File: config.mk
export PLATFORM = sky130hd
export DESIGN_NAME = feature_buf_arbiter
export DESIGN_NICKNAME = d
export VERILOG_FILES = /design/src/rtl/feature_buf_arbiter.sv
export SDC_FILE = /design/constraint.sdc
export NUM_CORES = 1
export LEC_CHECK = 0
export ABC_CLOCK_PERIOD_IN_PS = 2700
export CORE_MARGIN = 5
export CORE_UTILIZATION = 25
export CTS_BUF_LIST = sky130_fd_sc_hd__clkbuf_4 sky130_fd_sc_hd__clkbuf_8 sky130_fd_sc_hd__clkbuf_16
export DETAILED_ROUTE_END_ITERATION = 8
export GPL_TIMING_DRIVEN = 0
export MAX_ROUTING_LAYER = met4
export PLACE_DENSITY = 0.85
export SLEW_MARGIN = 10
export SYNTH_ARGS = -nofsm -noshare
export SYNTH_HDL_FRONTEND = slang
export SYNTH_SLANG_ARGS = --single-unit
File: constraint.sdc
create_clock -name clk -period 2.7 [get_ports clk]
set_clock_uncertainty 0.1 [all_clocks]
set_input_delay 0.81 -clock clk [delete_from_list [all_inputs] [get_ports clk]]
set_output_delay 0.81 -clock clk [all_outputs]
set_load 0.1 [all_outputs]
File: src/rtl/feature_buf_arbiter.sv
// feature_buf_arbiter
// Access controller in front of the ping-pong feature SRAM (banks A and B).
// It owns buf_sel, routes the loader, layer read and layer write requesters onto
// the two single-port banks, and performs the layer-boundary buffer swap with a
// one-cycle drain.
//
// Ports:
//   clk, rst                         clock, synchronous active-high reset
//   ld_valid/ld_ready/ld_addr/ld_data loader write port (targets read bank)
//   rd_valid/rd_ready/rd_addr         layer read request (targets read bank)
//   rd_data_valid/rd_data             read return, one cycle after accept
//   wr_valid/wr_ready/wr_addr/wr_data ofmap write port (targets write bank)
//   swap_req/swap_done                buffer flip request / completion pulse
//   buf_sel                           0: read A, write B; 1: read B, write A
//   addr_err                          sticky out-of-range indication
//   a_*/b_*                           bank A / bank B SRAM controls and read data
module feature_buf_arbiter #(
    parameter int DEPTH  = 12000,
    parameter int DATA_W = 8,
    parameter int ADDR_W = 14
) (
    input  logic              clk,
    input  logic              rst,
    input  logic              ld_valid,
    output logic              ld_ready,
    input  logic [ADDR_W-1:0] ld_addr,
    input  logic [DATA_W-1:0] ld_data,
    input  logic              rd_valid,
    output logic              rd_ready,
    input  logic [ADDR_W-1:0] rd_addr,
    output logic              rd_data_valid,
    output logic [DATA_W-1:0] rd_data,
    input  logic              wr_valid,
    output logic              wr_ready,
    input  logic [ADDR_W-1:0] wr_addr,
    input  logic [DATA_W-1:0] wr_data,
    input  logic              swap_req,
    output logic              swap_done,
    output logic              buf_sel,
    output logic              addr_err,
    output logic              a_we,
    output logic [ADDR_W-1:0] a_waddr,
    output logic [DATA_W-1:0] a_wdata,
    output logic [ADDR_W-1:0] a_raddr,
    input  logic [DATA_W-1:0] a_rdata,
    output logic              b_we,
    output logic [ADDR_W-1:0] b_waddr,
    output logic [DATA_W-1:0] b_wdata,
    output logic [ADDR_W-1:0] b_raddr,
    input  logic [DATA_W-1:0] b_rdata
);

    typedef enum logic [0:0] {
        ST_NORMAL = 1'b0,
        ST_DRAIN  = 1'b1
    } state_t;

    localparam logic [ADDR_W:0] DEPTH_L = (ADDR_W + 1)'(DEPTH);

    // Address is a valid entry of a bank.
    function automatic logic in_range(input logic [ADDR_W-1:0] addr);
        return ({1'b0, addr} < DEPTH_L);
    endfunction

    state_t            state_r;
    state_t            state_nxt_s;
    logic              buf_sel_r;
    logic              swap_done_r;
    logic              rd_pend_r;
    logic              rd_oor_r;
    logic              rd_bank_r;
    logic              addr_err_r;
    logic              in_normal_s;
    logic              ld_acc_s;
    logic              rd_acc_s;
    logic              wr_acc_s;
    logic              ld_ok_s;
    logic              rd_ok_s;
    logic              wr_ok_s;
    logic [ADDR_W-1:0] rd_raddr_s;

    // Handshakes: readies depend only on state, rst and ld_valid; loader has priority on the read bank.
    always_comb begin
        in_normal_s = (state_r == ST_NORMAL) && !rst;
        ld_ready    = in_normal_s;
        rd_ready    = in_normal_s && !ld_valid;
        wr_ready    = in_normal_s;
        ld_acc_s    = ld_valid && ld_ready;
        rd_acc_s    = rd_valid && rd_ready;
        wr_acc_s    = wr_valid && wr_ready;
        ld_ok_s     = ld_acc_s && in_range(ld_addr);
        rd_ok_s     = rd_acc_s && in_range(rd_addr);
        wr_ok_s     = wr_acc_s && in_range(wr_addr);
        if (rd_ok_s) begin
            rd_raddr_s = rd_addr;
        end else begin
            rd_raddr_s = {ADDR_W{1'b0}};
        end
    end

    // Next-state: a swap request in NORMAL drains for exactly one cycle; requests in DRAIN are dropped.
    always_comb begin
        state_nxt_s = state_r;
        case (state_r)
            ST_NORMAL: begin
                if (swap_req) begin
                    state_nxt_s = ST_DRAIN;
                end else begin
                    state_nxt_s = ST_NORMAL;
                end
            end
            ST_DRAIN: state_nxt_s = ST_NORMAL;
            default:  state_nxt_s = ST_NORMAL;
        endcase
    end

    // Bank steering: the read bank takes loader writes and layer reads, the other bank takes ofmap writes.
    always_comb begin
        a_we    = 1'b0;
        a_waddr = {ADDR_W{1'b0}};
        a_wdata = {DATA_W{1'b0}};
        a_raddr = {ADDR_W{1'b0}};
        b_we    = 1'b0;
        b_waddr = {ADDR_W{1'b0}};
        b_wdata = {DATA_W{1'b0}};
        b_raddr = {ADDR_W{1'b0}};
        if (!buf_sel_r) begin
            a_we    = ld_ok_s;
            a_waddr = ld_addr;
            a_wdata = ld_data;
            a_raddr = rd_raddr_s;
            b_we    = wr_ok_s;
            b_waddr = wr_addr;
            b_wdata = wr_data;
        end else begin
            b_we    = ld_ok_s;
            b_waddr = ld_addr;
            b_wdata = ld_data;
            b_raddr = rd_raddr_s;
            a_we    = wr_ok_s;
            a_waddr = wr_addr;
            a_wdata = wr_data;
        end
    end

    // State, buffer select, swap pulse, read-return tracking and sticky error flag.
    always_ff @(posedge clk) begin
        if (rst) begin
            state_r     <= ST_NORMAL;
            buf_sel_r   <= 1'b0;
            swap_done_r <= 1'b0;
            rd_pend_r   <= 1'b0;
            rd_oor_r    <= 1'b0;
            rd_bank_r   <= 1'b0;
            addr_err_r  <= 1'b0;
        end else begin
            state_r     <= state_nxt_s;
            swap_done_r <= (state_r == ST_DRAIN);
            if (state_r == ST_DRAIN) begin
                buf_sel_r <= ~buf_sel_r;
            end else begin
                buf_sel_r <= buf_sel_r;
            end
            rd_pend_r  <= rd_acc_s;
            rd_oor_r   <= rd_acc_s && !rd_ok_s;
            // Bank select is captured at accept so a return landing after a swap still uses the old bank.
            rd_bank_r  <= buf_sel_r;
            addr_err_r <= addr_err_r
                          || (ld_acc_s && !ld_ok_s)
                          || (rd_acc_s && !rd_ok_s)
                          || (wr_acc_s && !wr_ok_s);
        end
    end

    // Read return mux: zero when idle or when the accepted read was out of range.
    always_comb begin
        if (rd_pend_r && !rd_oor_r) begin
            if (rd_bank_r) begin
                rd_data = b_rdata;
            end else begin
                rd_data = a_rdata;
            end
        end else begin
            rd_data = {DATA_W{1'b0}};
        end
    end

    assign rd_data_valid = rd_pend_r;
    assign swap_done     = swap_done_r;
    assign buf_sel       = buf_sel_r;
    assign addr_err      = addr_err_r;

endmodule

# After elaboration in Yosys (flattened, before gate mapping)
# Cells that the tools add are included.
# op_classes
mux	13
magnitude_cmp	3
add_sub_neg	0
shifts	0
div	0
reduce_logical	21
bitwise	2
multipliers	0
n_eq_ne	0
# ops
cell	count
$mux 14	5
$lt 14x14->1 const B	3
$mux 8	4
$logic_and 1x1->1	12
$logic_not 1->1	6
$logic_or 1x1->1	3
$mux 1	3
$not 1->1	2
$pmux 1 s2	1
# totals
n_memories	0
latch_bits	0
regBits	7
out_inout_bits	89
mem_bits_ro	0
ramBits	0

# Longest topological paths before layout
# logic_depth
word_depth	9
ltp_mapped	5

# Worst setup path before layout
# Ideal clock, no wire load.
# synth_path
kind	input port to output port
from	input rst
to	output a_we
arrival_ns	3.917
cell_stages	3
slack_ns	-2.127
path_buffers	0
path_cell_list	nor2_1 -> nand2_1 -> o22ai_1
# synth_between
elab_chain_len	5
elab_cells_between_ends	7
cone_classes	mux: 1; reduce/logical: 6
# synth_lines
item	line	source
start, declared	23	input logic rst,
$logic_not 1->1 (*)	84	in_normal_s = (state_r == ST_NORMAL) && !rst;
$logic_and 1x1->1 (*)	84	
$logic_and 1x1->1 (on tied branches)	88, 90	
$logic_and 1x1->1 (on tied branches)	91, 93	
$mux 1 (*)	127	if (!buf_sel_r) begin
end, declared	41	output logic a_we,
# Every way passes the cells marked *; elsewhere a longest branch is shown, timed or not.

# Worst setup path in the final report
# layout_path
from	input rd_addr[10]
to	output a_raddr[10]
# layout_between
elab_chain_len	4
# layout_lines
item	line	source
start, declared	30	input logic [ADDR_W-1:0] rd_addr,
$lt 14x14->1	62	return ({1'b0, addr} < DEPTH_L);
$logic_and 1x1->1	92	rd_ok_s = rd_acc_s && in_range(rd_addr);
$mux 14 (*)	94	if (rd_ok_s) begin
$mux 14 (*)	127	
end, declared	44	output logic [ADDR_W-1:0] a_raddr,
# Marks and branches as above.

==> results.yml <==
routing:
  drt-vias-per-instance: 4.86
  drt-total-wl_um: 6840
  via_count: 1826
  ant_nets: 0
  drt_iter0_markers: 46
  wl_per_cell_um: 18.2
  drt_pre_antenna_iters: 4
  drc: 0
logic_synthesis:
  yosysTopAreaCellShare: 0.328
  synth_edf_count: 0
  postSynthAreaPerCell_um2: 8.65
  yosysMostFrequentCell: "mux2_2"
  synthArstFlopShare: 0
  synth_ff_type: "dfxtp_1"
  synthCells: 139
  synth_common_cells: "mux2_2, and2_1, nor2_1"
  netlist_area_mm2: 0.00120
  synth_top_area_cell: "mux2_2"
  ys_types: 28
  syn_nets: 219
  ys_top_cells_by_area: "mux2_2, and2_1, dfxtp_1"
  ys_ff_latch: 7
  synth-seq-area-share: 0.117
  ys_warn_count: 0
final_layout:
  area_delta_synth_final_pct: 193
  drive_above_1_share: 0.732
  final_nets: 402
worst_setup_path:
  worst_setup_path_end_kind: "output pin"
  cp.required_ps: 1790
  path_class: "primary input to output pin"
  worstPathArrival_ps: 2150
  critPathMaxFanout: 10
  critPathLaunchType: "primary input"
power:
  ir_drop_uv: 292
  netSwitchingPower_uw: 828
  cellLeakagePower_nw: 1.46
  clockPowerShare: 0.114
  pwr_density_cell_mw_per_mm2: 389
  p_total_mw: 1.37
  p_seq_frac: 0.086
  comb_power_share: 0.800
  switching_share: 0.605
  p_int_uw: 540
global_routing:
  grt_max_degree: 11
  grt_pass1_wl_um: 9810
  antenna_found_initial: 1
  overflow: 0
  grt_pass1_vias: 1958
  grt_use_total: 0.206
timing:
  whs_ps: 464
  fin_crit_sh: 1.13
  rsz0062_at_grt: "yes"
  relSlewSlack: 0.336
  maxClockFrequency_ghz: 0.327
  fin_ws_ps: -362
  final-setup-viol-count: 28
  hold_violations: 0
  fin_crit_ps: 3060
  maxSlewViolCount: 0
  worst_pin_slew_ps: 993
floorplanning:
  die-width_um: 79.4
  std_cell_rows: 25
  start_util: 0.256
  io_pins: 169
  die_height_um: 79.4
  core_mm2: 0.00469
  die-area_mm2: 0.00630
run_status:
  status: "finished with violations"
  violations: "setup timing"
cts:
  clock_path_buffers: 2
  clk_latency_ps: 230
  cts-htree-levels: 1
  cts_sinks: 7
  clockRootBuffer: "clkbuf_8"
  cts_tree: "built"
  clkTransAtPathRegs_ps: 40
  cts.hold.buffers_added: 0
  cts_made_buffers: 3
hold_path:
  hold_path_class: "register to register"
placement:
  hpwlAfterDp_um: 5100
  port_buffers: 168
  gp_congestion: 0.777
flow_run:
  maxCapViolations: 0
[metal layers]
metal | vias to the layer above | track usage | wire length (um)
met3 | 8 | 0.0420 | 608
met1 | 835 | 0.217 | 2590
met2 | 122 | 0.391 | 3540
met4 | 0 | 0.0515 | 100
met5 | - | - | 0
li1 | 861 | - | -
[final timing paths]
check | start | endpoint | slack (ps) | depth (start not counted)
worst max-delay path | rd_addr[10] | a_raddr[10] | -360 | 7
worst min-delay path | addr_err | addr_err | 460 | 2
worst max register to register | state_r | addr_err | 1090 | 4
worst min register to register | addr_err | addr_err | 460 | 2
[area by class of cell]
cell class / count / area, um^2
timing repair buffer: 178 / 1840
inverter: 2 / 7.51
sequential: 7 / 145
antenna: 1 / 2.50
fill: 327 / 1170
buffer: 10 / 76.3
tap: 54 / 67.6
multi-input combinational: 120 / 1330
clock buffer: 4 / 48.8
[sequential cells by signal, summed over array words and instances (netlist names)]
register	cells
rd_oor_r	1
buf_sel	1
state_r	1
addr_err	1
rd_data_valid	1
swap_done	1
rd_bank_r	1
[power by group through the flow]
stage,Sequential [mW],Clock (mW),Combinational [mW]
6_report,0.117,0.156,1.09
5_1_grt,0.118,0.163,1.13
4_1_cts,0.117,0.156,1.08
3_5_place_dp,0.118,0,1.08
3_3_place_gp,0.118,0,1.08
2_1_floorplan,0.144,0,0.749
[kinds of logic (layout without fill, tap and decap cells)]
group | Yosys count | count (layout) | synth area share
other | 0 | 1 | 0
muxes | 52 | 52 | 0.479
AOI/OAI and AO/OA | 11 | 11 | 0.0635
and+or+nand+nor | 56 | 56 | 0.283
buffers and inverters | 12 | 194 | 0.0510
xor gates and xnor gates | 1 | 1 | 0.00729
DFF | 7 | 7 | 0.117
[worst max-delay path, stage by stage]
cell and delay, ps:
buf_2 170, a31oi_4 130, o31ai_4 480, nor2_4 80, buf_6 160, and2_4 150, buf_12 160
[cells in the final DEF (no fill, tap or decap), types with 2 or more instances in the layout]
master           instances
clkdlybuf4s50_1         52
mux2_2                  42
buf_4                   37
buf_2                   32
buf_12                  31
and2_4                  26
buf_6                   19
nor2_4                  11
mux2i_1                  8
clkbuf_4                 5
dfxtp_1                  5
clkbuf_2                 5
nor3_4                   3
nor2_1                   3
clkbuf_8                 3
a311oi_4                 2
a31oi_4                  2
mux2_1                   2
o21ai_4                  2
o22ai_4                  2
dlygate4sd2_1            2
clkdlybuf4s15_2          2
[metrics by stage]
stage               setup TNS [ps]  worst slack (ps)   util  std cells  instance area, um^2
floorplan                    -4240              -336      -        139                 1450
global placement            -98890             -1890  0.681        361                 3190
detailed placement          -99510             -1900  0.681        361                 3190
CTS                          -8710              -345  0.739        373                 3470
global route                -10280              -414  0.750        376                 3520
finish                       -9130              -362  0.750        376                 3520
[what timing repair did]
action,CTS,global route
endpoints found under the setup margin,85,49
gates cloned,1,0
setup buffers,7,2
resized for setup,705,37
pin swaps,17,8
(Power assumes the default switching activity.)
